<file path="config.mk">
export PLATFORM = sky130hd
export DESIGN_NAME = mem_fill_arbiter
export DESIGN_NICKNAME = d
export VERILOG_FILES = /design/src/rtl/mem_fill_arbiter.sv
export SDC_FILE = /design/constraint.sdc
export NUM_CORES = 1
export LEC_CHECK = 0
export BUFFER_PORTS_ARGS = -buffer_cell sky130_fd_sc_hd__buf_2
export CORE_ASPECT_RATIO = 1.4
export CORE_MARGIN = 10
export CORE_UTILIZATION = 36
export DETAILED_ROUTE_END_ITERATION = 7
export PLACE_DENSITY = 0.8
export SLEW_MARGIN = 20
export SYNTH_ARGS = -nofsm -noshare
export SYNTH_HDL_FRONTEND = slang
export SYNTH_SLANG_ARGS = --single-unit
</file>
<file path="constraint.sdc">
create_clock -name clk -period 2.25 [get_ports clk]
set_clock_uncertainty 0.1 [all_clocks]
set_input_delay 0.45 -clock clk [delete_from_list [all_inputs] [get_ports clk]]
set_output_delay 0.45 -clock clk [all_outputs]
set_load 0.005 [all_outputs]
</file>
<file path="src/rtl/mem_fill_arbiter.sv">
// Arbitrates the shared main-memory port between I-cache fills, D-cache fills
// and D-side write-through stores, sequencing block fills word by word.
module mem_fill_arbiter #(
  parameter int ADDR_W = 16,
  parameter int WORDS  = 8
) (
  input  logic              clk,
  input  logic              rst_n,
  input  logic              i_miss_req,
  input  logic [ADDR_W-1:0] i_miss_addr,
  input  logic              d_miss_req,
  input  logic [ADDR_W-1:0] d_miss_addr,
  input  logic              d_wr_req,
  input  logic [ADDR_W-1:0] d_wr_addr,
  input  logic [15:0]       d_wr_data,
  output logic              d_wr_ack,
  output logic              mem_en,
  output logic              mem_wr,
  output logic [ADDR_W-1:0] mem_addr,
  output logic [15:0]       mem_wdata,
  input  logic [15:0]       mem_rdata,
  input  logic              mem_rvalid,
  output logic [15:0]       fill_data,
  output logic [$clog2(WORDS)-1:0] fill_word,
  output logic              i_data_we,
  output logic              d_data_we,
  output logic              i_tag_we,
  output logic              d_tag_we,
  output logic              i_fill_done,
  output logic              d_fill_done,
  output logic              busy
);

  localparam int IDX_W  = $clog2(WORDS);
  localparam int BASE_W = ADDR_W - IDX_W - 1;
  localparam logic [IDX_W:0]   WORDS_C  = (IDX_W+1)'(WORDS);
  localparam logic [IDX_W-1:0] LAST_IDX = IDX_W'(WORDS - 1);

  typedef enum logic [1:0] {IDLE, WRITE, FILL_I, FILL_D} state_t;

  state_t              state_q, state_d;
  logic [BASE_W-1:0]   base_q, base_d;
  logic [IDX_W:0]      iss_q, iss_d;
  logic [IDX_W-1:0]    rcv_q, rcv_d;

  // Byte offset bits below the block base are not needed to address a fill.
  logic unused_addr_bits;
  assign unused_addr_bits = ^{i_miss_addr[IDX_W:0], d_miss_addr[IDX_W:0]};

  assign fill_data = mem_rdata;
  assign busy      = (state_q != IDLE);

  always_ff @(posedge clk or negedge rst_n) begin
    if (!rst_n) begin
      state_q <= IDLE;
      base_q  <= '0;
      iss_q   <= '0;
      rcv_q   <= '0;
    end else begin
      state_q <= state_d;
      base_q  <= base_d;
      iss_q   <= iss_d;
      rcv_q   <= rcv_d;
    end
  end

  always_comb begin
    state_d     = state_q;
    base_d      = base_q;
    iss_d       = iss_q;
    rcv_d       = rcv_q;
    d_wr_ack    = 1'b0;
    mem_en      = 1'b0;
    mem_wr      = 1'b0;
    mem_addr    = '0;
    mem_wdata   = '0;
    fill_word   = '0;
    i_data_we   = 1'b0;
    d_data_we   = 1'b0;
    i_tag_we    = 1'b0;
    d_tag_we    = 1'b0;
    i_fill_done = 1'b0;
    d_fill_done = 1'b0;

    unique case (state_q)
      IDLE: begin
        // Stores first so write-through data never sits behind a whole fill.
        if (d_wr_req) begin
          state_d = WRITE;
        end else if (d_miss_req) begin
          state_d = FILL_D;
          base_d  = d_miss_addr[ADDR_W-1 -: BASE_W];
          iss_d   = '0;
          rcv_d   = '0;
        end else if (i_miss_req) begin
          state_d = FILL_I;
          base_d  = i_miss_addr[ADDR_W-1 -: BASE_W];
          iss_d   = '0;
          rcv_d   = '0;
        end
      end

      WRITE: begin
        mem_en    = 1'b1;
        mem_wr    = 1'b1;
        mem_addr  = d_wr_addr;
        mem_wdata = d_wr_data;
        d_wr_ack  = 1'b1;
        state_d   = IDLE;
      end

      FILL_I, FILL_D: begin
        // Issue runs ahead of returns; the word index never carries into the base.
        if (iss_q < WORDS_C) begin
          mem_en   = 1'b1;
          mem_addr = {base_q, iss_q[IDX_W-1:0], 1'b0};
          iss_d    = iss_q + (IDX_W+1)'(1);
        end
        fill_word = rcv_q;
        if (mem_rvalid) begin
          i_data_we = (state_q == FILL_I);
          d_data_we = (state_q == FILL_D);
          rcv_d     = rcv_q + IDX_W'(1);
          if (rcv_q == LAST_IDX) begin
            i_tag_we    = (state_q == FILL_I);
            d_tag_we    = (state_q == FILL_D);
            i_fill_done = (state_q == FILL_I);
            d_fill_done = (state_q == FILL_D);
            state_d     = IDLE;
          end
        end
      end

      default: state_d = IDLE;
    endcase
  end

endmodule

</file>
== Word level (Yosys, flattened, before mapping) ==
Cells that the tools add are included.

* Output and inout port bits: 61
* Input bits: 86
* Register bits after elaboration: 21
* Word-level logic and storage cells: 62

* Muxes and demuxes: 35
* Bitwise gates (word level): 1
* Add/subtract/negate cells: 2
* $lt $le $gt $ge: 1
* Reductions and logical operators: 9
* Equality and inequality tests: 10

{| class="wikitable"
|+ Operators with widths
! cell !! number
|-
| 16-bit two-way mux || 2
|-
| 16-bit case mux with 2 select lines || 1
|-
| 12-bit two-way mux || 2
|-
| 4-bit two-way mux || 4
|-
| 3-bit two-way mux || 5
|-
| 1-bit two-way mux || 12
|-
| 2-bit two-way mux || 5
|-
| 2-bit inequality test, second input constant || 4
|-
| 4-bit case mux with 2 select lines || 1
|-
| 4-bit AND reduction || 2
|-
| 2-bit case mux with 3 select lines || 1
|-
| 3-bit case mux with 2 select lines || 1
|-
| 3-bit AND reduction || 2
|-
| 2-bit nonzero test || 3
|-
| 4-bit by 1-bit adder with 4-bit output, second input constant || 1
|-
| 2-bit == test, second input constant || 2
|-
| 4-bit less-than comparator, second input constant || 1
|-
| 4-bit inequality test, second input constant || 1
|-
| 3-bit by 1-bit adder with 3-bit output, second input constant || 1
|-
| 3-bit == test, second input constant || 1
|-
| 3-bit inequality test, second input constant || 1
|-
| 2-bit by 1-bit == test with 1-bit output, second input constant || 1
|-
| 2-bit logical NOT || 1
|-
| 1-bit case mux with 2 select lines || 1
|-
| other kinds (2) || 2
|}

== Depth between registers and ports, before layout ==
* Depth after elaboration: 4
* Depth in mapped cells: 5
* Gate-level depth less buffers: 5

== Least setup slack after synthesis ==
Ideal clock, no wire load.

* Path kind: register to output
* Start: register rcv_q[0]
* End: output port i_tag_we
* Stages on the path, launching flop included: 6
* Path slack: 0.559 ns
* Buffers on the path: 1
* Arrival time: 1.141 ns
* Data required time: 1.700 ns
* Cells stage by stage: dfrtp_1 > ha_1 > ha_1 > nand2_1 > nor3b_1 > buf_4

* Word-level cells in the longest chain between the ends: 4

{| class="wikitable"
|+ Ends and longest elaborated chain
! item !! RTL line !! text
|-
| from (decl) || 44 || <nowiki>logic [IDX_W-1:0] rcv_q, rcv_d;</nowiki>
|-
| from (signal assigned) || 63 || <nowiki>rcv_q <= rcv_d;</nowiki>
|-
| 3-bit == test || 124 || <nowiki>if (rcv_q == LAST_IDX) begin</nowiki>
|-
| 1-bit two-way mux (3 in series) || n/a ||
|-
| to (decl) || 27 || <nowiki>output logic i_tag_we,</nowiki>
|}

No other way between the ends.

== Worst setup path in the final report ==
* Start: register state_q[0]
* End: output port mem_addr[9]

* Word-level cells in the longest chain between the ends: 3
* Elaborated cells on any way between the ends: 5
* Classes of those cells: eq/ne: 3; mux: 1; reduce/logical: 1

{| class="wikitable"
|+ Ends and longest elaborated chain
! item !! RTL line !! text
|-
| from (decl) || 41 || <nowiki>state_t state_q, state_d;</nowiki>
|-
| from (signal assigned) || 60 || <nowiki>state_q <= state_d;</nowiki>
|-
| 2-bit == test || 85 || <nowiki>unique case (state_q)</nowiki>
|-
| 2-bit OR reduction || 85 ||
|-
| 16-bit case mux with 2 select lines (*) || 85 ||
|-
| to (decl) || 19 || <nowiki>output logic [ADDR_W-1:0] mem_addr,</nowiki>
|}

Mark *: on every way between the ends. The rest lies on a longest branch, timed or not.

==> results.md <==
* Outcome: finished clean
* Postcts setup bufs at 0
* CTS Root Buffer Type: clkbuf_8
* Cells after synthesis at 151
* WL final at 4.48 mm
* Setup TNS at 0 ns
* Initial DRC count at 48
* Clock buffer depth at 2
* Clock share of power at 0.115
* Vias in the first global route at 1498
* GRT overflow at 0
* Critical path arrival at 1.47 ns
* Synth cell count leaders: 24 x mux2_2, 21 x dfrtp_1, 20 x and2_1, 20 x buf_4, 15 x a22o_1
* Final Hold Viols at 0
* I/O Buffers at 106
* Net Sw Power at 0.000773 W
* Leak at 1.11 nW
* Rel. slew slack at 0.668
* Post-layout worst setup margin at 0.229 ns
* Die X at 74.7 um
* Total power at 0.00211 W
* Top cells by area, synth: dfrtp_1 35%, mux2_2 18%, buf_4 10%
* Min-Delay Path Class: input pin to asynchronous set/reset pin
* Routed Antenna Nets at 0
* DRC Markers at 0
* Final Cycle Share at 0.898
* DRT Pass-1 Iters at 4
* Worst slew pin tran at 0.498 ns
* GRT Overall Usage at 0.117
* Count of unique library cells instantiated by Yosys at 25
* Crit path launch type: flop
* Post-synth top flop: dfrtp_1
* Crit Path Max Fanout at 26
* CTS Buf Count at 3
* Slowest cell on the critical path: dfrtp_1
* Area Growth Syn to Fin at 32.8%
* Mapped Area at 0.00151 mm^2
* TritonCTS clock tree: built
* Leading area contributor after synthesis: dfrtp_1
* H-tree depth at 1
* Critical path cell sequence: nor2b_2 > buf_4 > a22o_1 > buf_2
* Area share of the largest cell type after synthesis at 0.349
* Initial core utilization at 0.378
* Top-level I/O count at 147
* Switching Share at 0.366
* Syn_nets at 240
* Largest net degree at the start of global routing at 27
* Max-Cap Viols at 0
* Fmax at 0.495 GHz
* Pint at 0.00134 W
* Most numerous cell in the Yosys netlist: mux2_2
* Post-DR vias/cell at 4.90
* Synthesized area per cell at 9.98 um^2
* Final setup viols at 0
* Clock Sinks at 21
* Cts repair resizes at 0
* Crit path kind: flop to output port
* Worst slack, placed at 0.396 ns
* Initial antenna violation count at 0
* CP top delay family: flip-flops
* Die Footprint at 0.00721 mm^2
* Core area at 0.00399 mm^2
* Minimum clock period at 2.02 ns
* Pwr dens at 1050 mW/mm^2
* Die height at 96.6 um
* Row cnt at 27
* Logic pwr share at 0.547
* Slew Viols, Final at 0
* Fin nets at 330
* RSZ-0062 raised after global routing: false
* Hold Buf Count CTS at 0
* Post-synth ARST share at 1.00
* Synth Warn # at 0
* Required time worst endpoint at 1.70 ns
* Worst-path clk slew at 0.07 ns
* Critical path's largest stage delay at 0.45 ns
* R2r setup slk at 0.40 ns
* Post-layout util at 0.502
* First-pass GRT wire length at 6.73 mm
* Maximum VDD drop at 0.451 mV
* # diodes at 0
* Routed vias at 1387
* Gpl congestion at 0.722
* Layout cell share with drive strength beyond 1 at 0.604
* Post-synth EDFFs at 0
* Sequential share of power at 0.338
* Seq/Total Area, Yosys at 0.349
* Worst Setup End Kind: output port
* CP bufs+invs at 2
* Drt wl/cell at 15.8 um
* Clk Latency, worst-skew pair at 0.25 ns
* Synthesized flop and latch total at 21
==> per-layer routing <==
layer | wire (um) | track usage | vias to the layer above
met5 | 0 | 0 | -
met4 | 34 | 0.0316 | 0
met3 | 582 | 0.0571 | 4
met2 | 2420 | 0.225 | 59
met1 | 1440 | 0.104 | 640
li1 | - | - | 684
==> final timing paths <==
path / to / startpoint / cells past startpoint
worst max-delay path: mem_addr[9] / state_q[0] / 4
worst max register to register: base_q[6] / state_q[1] / 4
worst min-delay path: base_q[3] / rst_n / 1
min in group clk: state_q[0] / d_wr_req / 3
max in group asynchronous: iss_q[1] / rst_n / 1
worst min register to register: base_q[5] / base_q[5] / 1
==> flip-flops by register name, indices dropped and copies added, names as in the netlist <==
signal	cells
base_q	12
iss_q	4
rcv_q	3
state_q	2
==> placed cells by master, fill, tap and decap left out <==
master    Yosys  routed
a21o_1        1       1
a22o_1       15      15
a41oi_1       1       1
and2_1       20      20
and3_1        1       1
and4_1        1       1
buf_2         4     106
buf_4        20       8
clkbuf_1      3       1
clkbuf_8      0       3
dfrtp_1      21      21
ha_1          3       3
mux2_2       24      24
nand2_1       9       9
nand2b_1      2       2
nand3_1       3       3
nor2_1        4       4
nor2b_1       3       2
nor2b_2       0       1
nor3_4        1       1
nor3b_1       2       2
o21ai_0       8       8
or2_2         1       1
or2_4         1       1
or2b_1        1       1
==> per-stage QoR <==
step,hold WS (ns),area (um^2),instances
detailed placement,0.342,1960,279
global route,0.0732,2000,283
global placement,0.338,1960,279
CTS,0.0578,2000,283
finish,0.0517,2000,283
floorplan,0.0544,1510,151
==> layout make-up <==
| cell class | instances | area (um^2) |
|---|---|---|
| Fill cell | 373 | 1980 |
| Multi-Input combinational cell | 101 | 787 |
| Timing Repair Buffer | 114 | 591 |
| Sequential cell | 21 | 526 |
| Tap cell | 43 | 53.8 |
| Clock buffer | 4 | 45.0 |
==> logic make-up (layout without fill, tap and decap cells) <==
logic type | count (synthesis) | count (layout) | synth area share
muxes | 24 | 24 | 0.179
adders and majority gates | 3 | 3 | 0.0249
AOI/OAI and AO/OA | 25 | 25 | 0.124
and+or+nand+nor | 49 | 49 | 0.192
buffers and inverters | 29 | 118 | 0.131
DFF | 21 | 21 | 0.349
==> power groups by stage <==
stage                     Clock [W]  Sequential [W]  Combinational [W]
final                      0.000243        0.000714            0.00115
after global routing       0.000265        0.000747            0.00131
after CTS                  0.000257        0.000714            0.00119
after detailed placement          0        0.000722            0.00119
after global placement            0        0.000714            0.00115
after floorplan                   0        0.000677           0.000741
==> worst reg2reg max path, cell delays in order, from the launching register on <==
cell,delay [ns]
dfrtp_1,0.48
or2_4,0.31
nor3_4,0.29
buf_4,0.23
mux2_2,0.34
Note: power is estimated with default switching activity, not from simulation.
